[src/rtl/serial_link_pkg.sv]
// serial_link_pkg: frame layout and receiver states shared by both ends of the serial link
package serial_link_pkg;
  localparam int BYTE_BITS = 8;
  function automatic int frame_bits(input int data_w);
    return data_w + data_w / BYTE_BITS;
  endfunction
  typedef enum logic [1:0] {RECV, RESP, REPLY} sipo_state_t;
endpackage

[src/rtl/sipo_parity_acc.sv]
// sipo_parity_acc: per-byte XOR accumulator flagging a parity bit that disagrees with its byte
module sipo_parity_acc (
  input  logic clk_i,
  input  logic reset_i,
  input  logic sbit,
  input  logic valid,
  input  logic is_parity_slot,
  input  logic clr,
  output logic mismatch
);
  logic acc;
  // running XOR of the current byte, restarted after every parity slot or frame end
  always_ff @(posedge clk_i or posedge reset_i)
    if (reset_i) acc <= 1'b0;
    else if (clr || (valid && is_parity_slot)) acc <= 1'b0;
    else if (valid) acc <= acc ^ sbit;
  assign mismatch = valid && is_parity_slot && (sbit != acc);
endmodule

[src/rtl/sipo_receiver.sv]
// sipo_receiver: deserialises parity-protected frames, answers ack/nack, presents words on valid/ready
module sipo_receiver
  import serial_link_pkg::*;
#(
  parameter int DATA_W   = 32,
  parameter int RESP_LAT = 1
) (
  input  logic              clk_i,
  input  logic              reset_i,
  input  logic              s_i,
  input  logic              valid_i,
  input  logic              last_i,
  output logic              ack_o,
  output logic              nack_o,
  output logic [DATA_W-1:0] p_o,
  output logic              valid_o,
  input  logic              rdy_i,
  output logic              err_parity_o,
  output logic              err_frame_o,
  output logic              err_ovf_o
);
  localparam int FB = frame_bits(DATA_W);
  localparam int IW = $clog2(FB);
  localparam int DW = $clog2(DATA_W);
  sipo_state_t state, state_n;
  logic [IW-1:0] idx;
  logic [3:0] pos;
  logic [DW-1:0] ds;
  logic [2:0] dly;
  logic [DATA_W-1:0] sr;
  logic perr, ferr;
  logic samp, par_slot, at_end, fin, mis, fire, bad, ok;
  assign samp = state == RECV && valid_i;
  assign par_slot = pos == 4'd8;
  assign at_end = idx == IW'(FB - 1);
  assign fin = samp && (last_i || at_end);
  assign fire = state == RESP && dly == 3'd0;
  assign bad = perr || ferr;
  assign ok = fire && !bad && (!valid_o || rdy_i);
  sipo_parity_acc u_acc (
    .clk_i(clk_i),
    .reset_i(reset_i),
    .sbit(s_i),
    .valid(samp),
    .is_parity_slot(par_slot),
    .clr(fin),
    .mismatch(mis)
  );
  // next state: receive until frame end, wait out the response delay, reply for one cycle
  always_comb begin
    state_n = state;
    state_n = state == RECV ? (fin ? RESP : RECV) : state == RESP ? (fire ? REPLY : RESP) : RECV;
  end
  // state register and response delay countdown
  always_ff @(posedge clk_i or posedge reset_i)
    if (reset_i) begin
      state <= RECV;
      dly <= 3'd0;
    end else begin
      state <= state_n;
      if (fin) dly <= 3'(RESP_LAT - 1);
      else if (state == RESP && dly != 3'd0) dly <= dly - 3'd1;
    end
  // frame bit index, position within the 9-bit byte group, and data slot
  always_ff @(posedge clk_i or posedge reset_i)
    if (reset_i) begin
      idx <= '0;
      pos <= '0;
      ds <= '0;
    end else if (fin) begin
      idx <= '0;
      pos <= '0;
      ds <= '0;
    end else if (samp) begin
      idx <= idx + 1'b1;
      pos <= par_slot ? 4'd0 : pos + 4'd1;
      ds <= par_slot ? ds : ds + 1'b1;
    end
  // data bits land at their slot; parity bits are not stored
  always_ff @(posedge clk_i or posedge reset_i)
    if (reset_i) sr <= '0;
    else if (samp && !par_slot) sr[ds] <= s_i;
  // sticky parity and framing errors, held until the reply consumes them
  always_ff @(posedge clk_i or posedge reset_i)
    if (reset_i) begin
      perr <= 1'b0;
      ferr <= 1'b0;
    end else begin
      perr <= fire ? 1'b0 : perr || mis;
      ferr <= fire ? 1'b0 : ferr || (fin && (last_i != at_end));
    end
  // reply pulses and output register; a drain and a reload may share a cycle
  always_ff @(posedge clk_i or posedge reset_i)
    if (reset_i) begin
      ack_o <= 1'b0;
      nack_o <= 1'b0;
      err_parity_o <= 1'b0;
      err_frame_o <= 1'b0;
      err_ovf_o <= 1'b0;
      valid_o <= 1'b0;
      p_o <= '0;
    end else begin
      ack_o <= ok;
      nack_o <= fire && !ok;
      err_parity_o <= fire && perr;
      err_frame_o <= fire && ferr;
      err_ovf_o <= fire && !bad && !ok;
      valid_o <= ok || (valid_o && !rdy_i);
      if (ok) p_o <= sr;
    end
endmodule
[config.mk]
export PLATFORM = sky130hd
export DESIGN_NAME = sipo_receiver
export DESIGN_NICKNAME = d
export VERILOG_FILES = /design/src/rtl/serial_link_pkg.sv /design/src/rtl/sipo_parity_acc.sv /design/src/rtl/sipo_receiver.sv
export SDC_FILE = /design/constraint.sdc
export NUM_CORES = 1
export LEC_CHECK = 0
export CAP_MARGIN = 10
export CELL_PAD_IN_SITES_DETAIL_PLACEMENT = 1
export CELL_PAD_IN_SITES_GLOBAL_PLACEMENT = 1
export CORE_ASPECT_RATIO = 0.6
export CORE_MARGIN = 4
export CORE_UTILIZATION = 46
export CTS_CLUSTER_DIAMETER = 200
export DETAILED_ROUTE_END_ITERATION = 12
export MAX_ROUTING_LAYER = met4
export PLACE_DENSITY = 0.85
export SYNTH_ARGS = -nofsm -noshare
export SYNTH_HDL_FRONTEND = slang
export SYNTH_SLANG_ARGS = --single-unit
export TNS_END_PERCENT = 50
[constraint.sdc]
create_clock -name clk_i -period 4 [get_ports clk_i]
set_input_delay 0.6 -clock clk_i [delete_from_list [all_inputs] [get_ports clk_i]]
set_output_delay 0.6 -clock clk_i [all_outputs]
set_load 0.01 [all_outputs]
# After elaboration in Yosys (flattened, before gate mapping)
# Index checks and enable logic that the tools add are counted.
# totals
latchBits	0
memories	0
romBits	0
word_cells	85
ramBits	0
out_inout_bits	38
input_bits	6
ff_bits	93
# op_classes
multipliers	0
magnitude_cmp	2
shift	0
bitwise_logic	1
n_addsub	4
eq_ne	6
div_mod_pow	0
mux	21
reduce_logical	35
# op_table
cell	n
$bwmux W32	1
$logic_and A1 B1 Y1	16
$mux W5	3
$mux W4	3
$mux W6	2
$logic_or A1 B1 Y1	7
$add A6 B1 Y6 const B	1
$eq A6 B6 Y1 const B	1
$lt A5 B6 Y1 const B	1
$mux W1	6
$mux W2	3
$mux W3	2
$reduce_bool A2 Y1	3
$add A5 B1 Y5 const B	1
$demux W1 S5	1
$ge A5 B1 Y1 const B	1
$logic_not A1 Y1	5
$add A4 B1 Y4 const B	1
$eq A4 B4 Y1 const B	1
$logic_not A3 Y1	1
$reduce_bool A3 Y1	1
$sub A3 B1 Y3 const B	1
$eq A2 B1 Y1 const B	1
$logic_not A2 Y1	1
other kinds (4)	5

# Logic depth before layout (Yosys ltp)
# Gate-level depths: netlist (run 1).
# logic_depth
word_depth	6
depth_mapped	8
ltp_nobuf	6

# Modules after synthesis
# Synthesis (run 1) repeated with hierarchy kept, for this count alone.
# hier_totals
hier_cells	331
hier_area_um2	4092.7
# by_module_without_submodules
module	area_each_um2	cells_each	instances
sipo_receiver	4017.6	323	1
sipo_parity_acc	75.1	8	1

# Worst setup path after synthesis (run 1)
# Ideal clock, no wire load.
# synth_timing
kind	reg-to-reg
startpoint	register dly[0]
endpoint	register p_o[0]
t_required_ns	3.875
stages_incl_launch_ff	9
period_less_slack_ns	1.845
setup_time_ns	0.125
t_arrival_ns	1.721
path_buffers	2
path_slack_ns	2.155
path_cell_list	dfrtp_1 > inv_1 > ha_1 > ha_1 > and3b_1 > buf_2 > nand3_2 > buf_2 > mux2_2
# synth_via
elab_chain_len	4
# synth_rtl
item	line_no	source
start: declaration	sipo_receiver.sv:29	logic [2:0] dly;
start signal: assignment	sipo_receiver.sv:61	if (fin) dly <= 3'(RESP_LAT - 1);
start signal: assignment	sipo_receiver.sv:62	else if (state == RESP && dly != 3'd0) dly <= dly - 3'd1;
$logic_not A3 Y1	sipo_receiver.sv:37	assign fire = state == RESP && dly == 3'd0;
$logic_and A1 B1 Y1	sipo_receiver.sv:37	
$logic_and A1 B1 Y1 (2 in a row)	sipo_receiver.sv:39	assign ok = fire && !bad && (!valid_o || rdy_i);
end signal: assignment	sipo_receiver.sv:109	if (ok) p_o <= sr;
end: declaration	sipo_receiver.sv:15	output logic [DATA_W-1:0] p_o,
# Every way passes these cells.
# A chain may end at the register's enable or synchronous reset.

# Worst setup path in the final report (run 1)
# layout_timing
startpoint	register dly[0]
endpoint	register p_o[3]
# The elaborated chain is that of the path after synthesis.

==> results of run 1 <==
[path summary, 6_finish.rpt]
path / start / endpoint / slack [ns] / cells past startpoint
max: dly[0] / p_o[3] / 1.45 / 6
min: sr[12] / p_o[12] / 0.50 / 1
max reg2reg: dly[0] / p_o[3] / 1.45 / 6
min reg2reg: sr[12] / p_o[12] / 0.50 / 1
max in group asynchronous: reset_i / ds[0] / 2.93 / 3
min in group asynchronous: reset_i / sr[28] / 0.68 / 3
[worst max-delay path: stages (launching register included)]
cell and delay [ns]:
dfrtp_1 0.39, inv_1 0.07, ha_1 0.14, ha_1 0.17, and3b_1 0.34, nand3_2 0.73
mux2_2 0.56
[power breakdown]
part	total, mW	switching (mW)	internal, mW	leakage (nW)
clock network	0.936	0.368	0.567	0.160
logic	0.871	0.504	0.367	0.890
registers	1.32	0.180	1.14	1.26
[routing by layer]
layer	global-route usage	vias to the layer above	part of all wire
li1	-	1273	-
met1	0.2655	1428	0.48
met2	0.3124	54	0.47
met3	0.06439	8	0.042
met4	0.04357	0	0.0082
met5	-	-	0
[sequential cells by signal (all words and copies together) (netlist names), 2 cells and up]
name,cells
dly,3
pos,4
ds,5
p_o,32
idx,6
sr,32
state,2
[Yosys cell counts (2+ instances only)]
master    number
nor2_1         8
nand2b_1       2
nand3_1        9
a211oi_1       2
ha_1          10
and3b_1        5
o41ai_1        2
nand4_1       33
o21ai_0        7
and2_1         4
nand2_1       16
clkbuf_1      16
a21oi_1        8
or4_1          3
nor2b_1        3
clkbuf_2       3
nor3b_1        4
dfrtp_1       93
o31ai_1        4
inv_1         14
mux2_2        64
buf_2          5
[metrics by stage]
stage                     cell area, sq um  setup WS (ns)  utilization
after floorplan                       4113         0.9797            -
after global placement                4622          1.364       0.5361
after detailed placement              4622          1.313       0.5361
after CTS                             4947          1.355       0.5739
after global routing                  4975          1.211       0.5771
final                                 4975          1.455       0.5771
[layout make-up]
type | instances | area, sq um
clock buffers | 11 | 242.7
clock inverters | 5 | 82.58
fillers | 858 | 3646
inverters | 14 | 53.80
multi-input cells | 202 | 1635
flip-flops and latches | 93 | 2327
well taps | 112 | 140.1
repair buffers | 47 | 493.0
[placed cells by master (no fill, tap or decap), types with 2 or more instances in the layout]
master and count:
ha_1 10, o21ai_0 7, mux2_2 64, a211oi_1 2, nand2b_1 2, nor2b_1 3
and3b_1 5, dfrtp_1 93, nand3_1 9, a21oi_1 8, clkbuf_16 9, and2_1 4
nand4_1 33, clkinv_2 2, o31ai_1 4, nor3b_1 4, or4_1 3, bufinv_16 2
o41ai_1 2, clkdlybuf4s50_1 43, nand2_1 16, buf_4 2, nor2_1 8, inv_1 13
[kinds of logic after synthesis]
| kind of cell | share of synthesized area |
|---|---|
| adder cells (fa/ha/maj) | 0.03042 |
| AND/OR/NAND/NOR | 0.1412 |
| flip-flops | 0.5659 |
| multiplexers | 0.1777 |
| buffers and inverters | 0.03803 |
| AO/OA/AOI/OAI | 0.04259 |
| XOR/XNOR | 0.004260 |
==> results summary, run 1 <==
The cell area after technology mapping came out at 4113 sq um. The count of buffers from port buffering came out at 43. The reported leakage power came out at 2.310 nW.

The detailed placer's ending HPWL is 5950 microns. Derived from the worst setup path, the maximum achievable clock frequency is 392.9 MHz. The final layout contains routed wiring with a total length of 9394 microns. The instance count of the mapped netlist came out at 334. At the worst endpoint, the arrival time is 2.77 ns. The count of inserted antenna diode cells came out at 0. The total power consumption of the routed design came out at 3.123 mW.

At the pin with the least slew margin, the transition time is 0.9962 ns. The number of global-route vias before repair is 2978. The number of I/O pins came out at 44.

The wire length of the first global-routing pass came out at 15790 microns. Setup repair after global routing left no endpoint under its margin. The predominant post-synthesis flop cell is dfrtp_1. The worst setup path is captured at a register. In this run the power density over the cells is 627.7 nW/um^2. The final count of pins violating max slew came out at 0. The detailed-routing iteration count for the pre-antenna-repair pass came out at 5. A synthesized cell averages 12.31 sq um. The number of antenna violations at the first check in global routing was 0. The number of placed instances with taps included is 467. The flow ran to the end, and the final reports show no timing, DRC or antenna violations. The final-layout setup total negative slack is 0 ns. The count of buffers added by post-CTS timing repair for setup is 0. The largest net degree at the start of global routing is 94. The antenna violation net count after detailed routing came out at 0.

The overflow left after global routing came out at 0. The synthesized flop and latch total is 93. Across the run, the number of max-cap violations was 0. The H-tree depth came out at 3. The time the final worst path needs with I/O delays and setup is 2.545 ns.

CTS placed an instance of clkbuf_16 at the clock tree root. Ranked by total cell area, the synthesized netlist is headed by dfrtp_1 (57%), mux2_2 (18%), nand4_1 (5.0%). The area share of the leading cell type in the synthesized netlist is 0.5659. The detailed-route vias per instance is 5.709. The synthesis-to-finish area growth came out at 20.96%. The post-synthesis sequential area ratio came out at 0.5659.

The count of routing violations after the opening detailed-route iteration came out at 179. The number of buffers on the longest clock path came out at 2. The count of different cell masters after synthesis came out at 41.

The finished layout holds 484 standard cells, fillers aside. The number of clock sinks came out at 93. The final-layout worst hold slack came out at 0.5037 ns. The total routing usage reported by global routing is 0.2027. Data on the critical path is required at its endpoint by 4.22 ns. The largest total area in the synthesized netlist belongs to dfrtp_1.

The area inside the core boundary is 8621 sq um. The number of gates given a new drive strength after cts came out at 0. The worst-case headroom to the max-slew limit came out at 0.3341.

The full die area is 10570 sq um. The net count of the mapped netlist is 350. The worst setup path is launched from a register. The post-detailed-route wirelength per cell came out at 19.41 microns. The number of setup violations in the final report is 0. The highest fanout seen on the critical path is 34. At the end of routability-driven placement, the weighted congestion stood at 0.7561.

The worst IR drop on VDD came out at 0.2531 mV. The worst-skew pair later-pin latency came out at 0.34 ns. The height of the die came out at 81.24 microns. The floorplan step set the die width to 130.1 microns.

The number of endpoints with negative hold slack in the final report is 0. The share of synthesized registers carrying an async set or reset is 1.000. The clock tree from TritonCTS is done.

Across all layers, the routed design uses 2763 vias. The worst clock skew on the final layout came out at 0.005101 ns. The fraction of final layout cells with drive strength greater than 1 is 0.2366.

The number of CTS-inserted buffers is 9. Yosys mapped a number of flops with a built-in enable equal to 0. The net total in the final layout came out at 383.

The min-delay analysis places its worst path in the category register to register. Row generation in the floorplan step produced 26 rows. The setup path with the least slack is of type register to register. The initial core utilization came out at 0.4771.

For this run, the number of Yosys warnings is 0. The final cycle utilization of the critical path came out at 0.6363. The number of remaining DRC errors is 0. The number of hold buffers added after CTS was 0. The clock transition at the register clock pins on the worst setup and hold paths after CTS came out at 0.07 ns.
(Power assumes the default switching activity.)
==> run 2, diff against run 1 <==
Settings changed: CORE_UTILIZATION 46 to 41, PLACE_DENSITY 0.85 to 0.8.
Clock period 4 ns to 2.3 ns, I/O delays scaled along.
==> run 2 against run 1 <==
Net effect: die area rose by 11%; combinational power rose by 84%; flip-flop and latch count unchanged; cell count increased by 5.0%; setup slack worse by 1.1 ns; via count decreased by 0.58%; clock-buffer cell count shrank 2.
==> results summary, run 2 (same netlist as run 1, synthesis figures left out) <==
The final cycle utilization of the critical path came out at 0.8451. The final standard cell area without fillers came out at 5047 sq um. The clock reaches the later pin of the worst-skew pair after 0.34 ns. The number of CTS-inserted buffers is 9. The min-delay analysis places its worst path in the category primary input to async pin.

The largest registers in the layout are p_o: 32 flops, sr: 32 flops, idx: 6 flops. The kind of end point of the critical path is a register. In the final layout, the share of cells above drive strength 1 is 0.2513. The initial core utilization is 0.4348. The flow ran to the end, and the final reports show no timing, DRC or antenna violations. The detailed-routing iteration count for the pre-antenna-repair pass is 4. The tool flagged a number of max-cap violations equal to 0. The number of setup violations in the final report is 0.

The overflow left after global routing is 0. After routing, the total negative slack on setup checks comes to 0 ns. The number of clock sinks came out at 93. The number of core rows is 27. The fmax is 514.5 MHz. The number of antenna violations at the first check in global routing is 0. The sort of element at the start of the critical path is a register. The final-layout worst hold slack is 0.4148 ns. The number of buffers on the longest clock path came out at 2. After floorplanning, the core was sized to cover 9459 sq um. The total routing usage reported by global routing is 0.1777. TritonCTS built the clock tree. The die is 137.3 microns wide. The detailed placer's ending HPWL is 6519 microns. The worst setup slack for register-to-register paths came out at 0.36 ns. Setup repair after global routing left no endpoint under its margin.

The count of buffers added by post-CTS timing repair for setup came out at 0. The final count of pins violating max slew came to 0. In this run the worst path has a maximum fanout of 34.

The cell sitting at the root of the clock tree is a clkbuf_16. The number of global-route vias before repair is 2945. Dividing total power by cell area gives a power density of 1063 nW/um^2. In the layout the commonest cells are dfrtp_1 (93), mux2_2 (64), clkdlybuf4s50_1 (43). The slew at the pin closest to its max-slew limit is 0.8322 ns. The number of vias after detailed routing came out at 2747. Clock-pin slew was measured on the worst setup and hold paths at 0.07 ns. The net count of the finished layout is 389. The worst IR drop on VDD is 0.4765 mV.

The detailed-route vias per instance came out at 5.407. During placement, the flow inserted port buffers numbering 43. After the first detailed-routing iteration, the DRC count stood at 176.

The reported leakage power is 2.329 nW. The number of I/O pins is 44. The first global-routing pass estimated 15790 microns of wire.

From bottom edge to top edge, the die measures 85.58 microns. The post-detailed-route wirelength per cell came out at 18.35 microns. The worst-case headroom to the max-slew limit is 0.4440. The die covers 11750 sq um. The number of hold buffers added after CTS came out at 0. The number of endpoints with negative hold slack in the final report is 0. The count of nets left with antenna violations once routing finished came out at 0. Entering global routing, the biggest net connects 43 pins. The placer's final routability congestion estimate came out at 0.7458.

The clock tree synthesis step divided the H-tree into 3 levels. The total detailed-routing wirelength came out at 9323 microns. The required time of the worst setup path is 2.52 ns.

The synthesis-to-finish area growth came out at 22.73%. The worst register-to-register path has a depth of 7. The worst register-to-register path ends at p_o[2]. The library cell used most frequently in the layout, excluding fill and tap cells, is dfrtp_1.

After detailed routing, the number of remaining DRC violations is 0. The count of inserted antenna diode cells is 0. The origin of the critical flop-to-flop path is dly[0]. On the final layout, the worst clock skew is 0.006457 ns.

The time the final worst path needs with I/O delays and setup is 1.944 ns. Measured on the finished design, the core utilization comes to 0.5336. At the worst endpoint, the arrival time is 2.17 ns. The total cell area at the placement stage is 4750 sq um. The number of gates given a new drive strength after cts came out at 0.

The worst setup path is of the register to register kind.
-- run 2: power breakdown --
part / switching [mW] / internal [mW]
logic: 0.888 / 0.709
registers: 0.298 / 1.98
clock network: 0.646 / 0.846
total: 1.83 / 3.53
-- run 2: area by class of cell --
class,instances,area (sq um)
fill,964,4412
sequential,93,2327
multi-input combinational,202,1635
timing repair buffer,53,568.0
clock buffer,9,225.2
tap,130,162.7
clock inverter,7,72.57
inverter,14,56.30
-- run 2: per-layer routing --
metal / part of all wire / global-route usage
met4: 0.0094 / 0.04076
met1: 0.49 / 0.2395
met3: 0.037 / 0.04807
met5: 0 / -
met2: 0.46 / 0.2703
-- run 2: critical path: stages, from the launching register on --
cell     delay [ns]
dfrtp_1        0.37
inv_1          0.06
ha_1           0.21
ha_1           0.20
and3b_1        0.27
nand3_2        0.11
buf_12         0.21
mux2_2         0.37
-- run 2: how the worst max path moves through the flow --
stage,depth (start not counted),startpoint,slack (ns),endpoint
3_5_place_dp,4,valid_i,0.16,idx[5]
3_3_place_gp,4,valid_i,0.25,idx[5]
4_1_cts,7,dly[0],0.35,p_o[5]
2_1_floorplan,8,dly[0],0.45,p_o[0]
5_1_grt,6,dly[0],0.22,dly[1]
6_report,7,dly[0],0.36,p_o[2]
-- run 2: stage by stage --
step | worst slack (ns) | cells | total power [mW]
finish | 0.3563 | 508 | 5.363
global placement | 0.2494 | 492 | 3.779
global route | 0.2209 | 508 | 5.694
CTS | 0.3499 | 508 | 5.425
detailed placement | 0.1649 | 492 | 3.908
floorplan | 0.4545 | 334 | 3.231
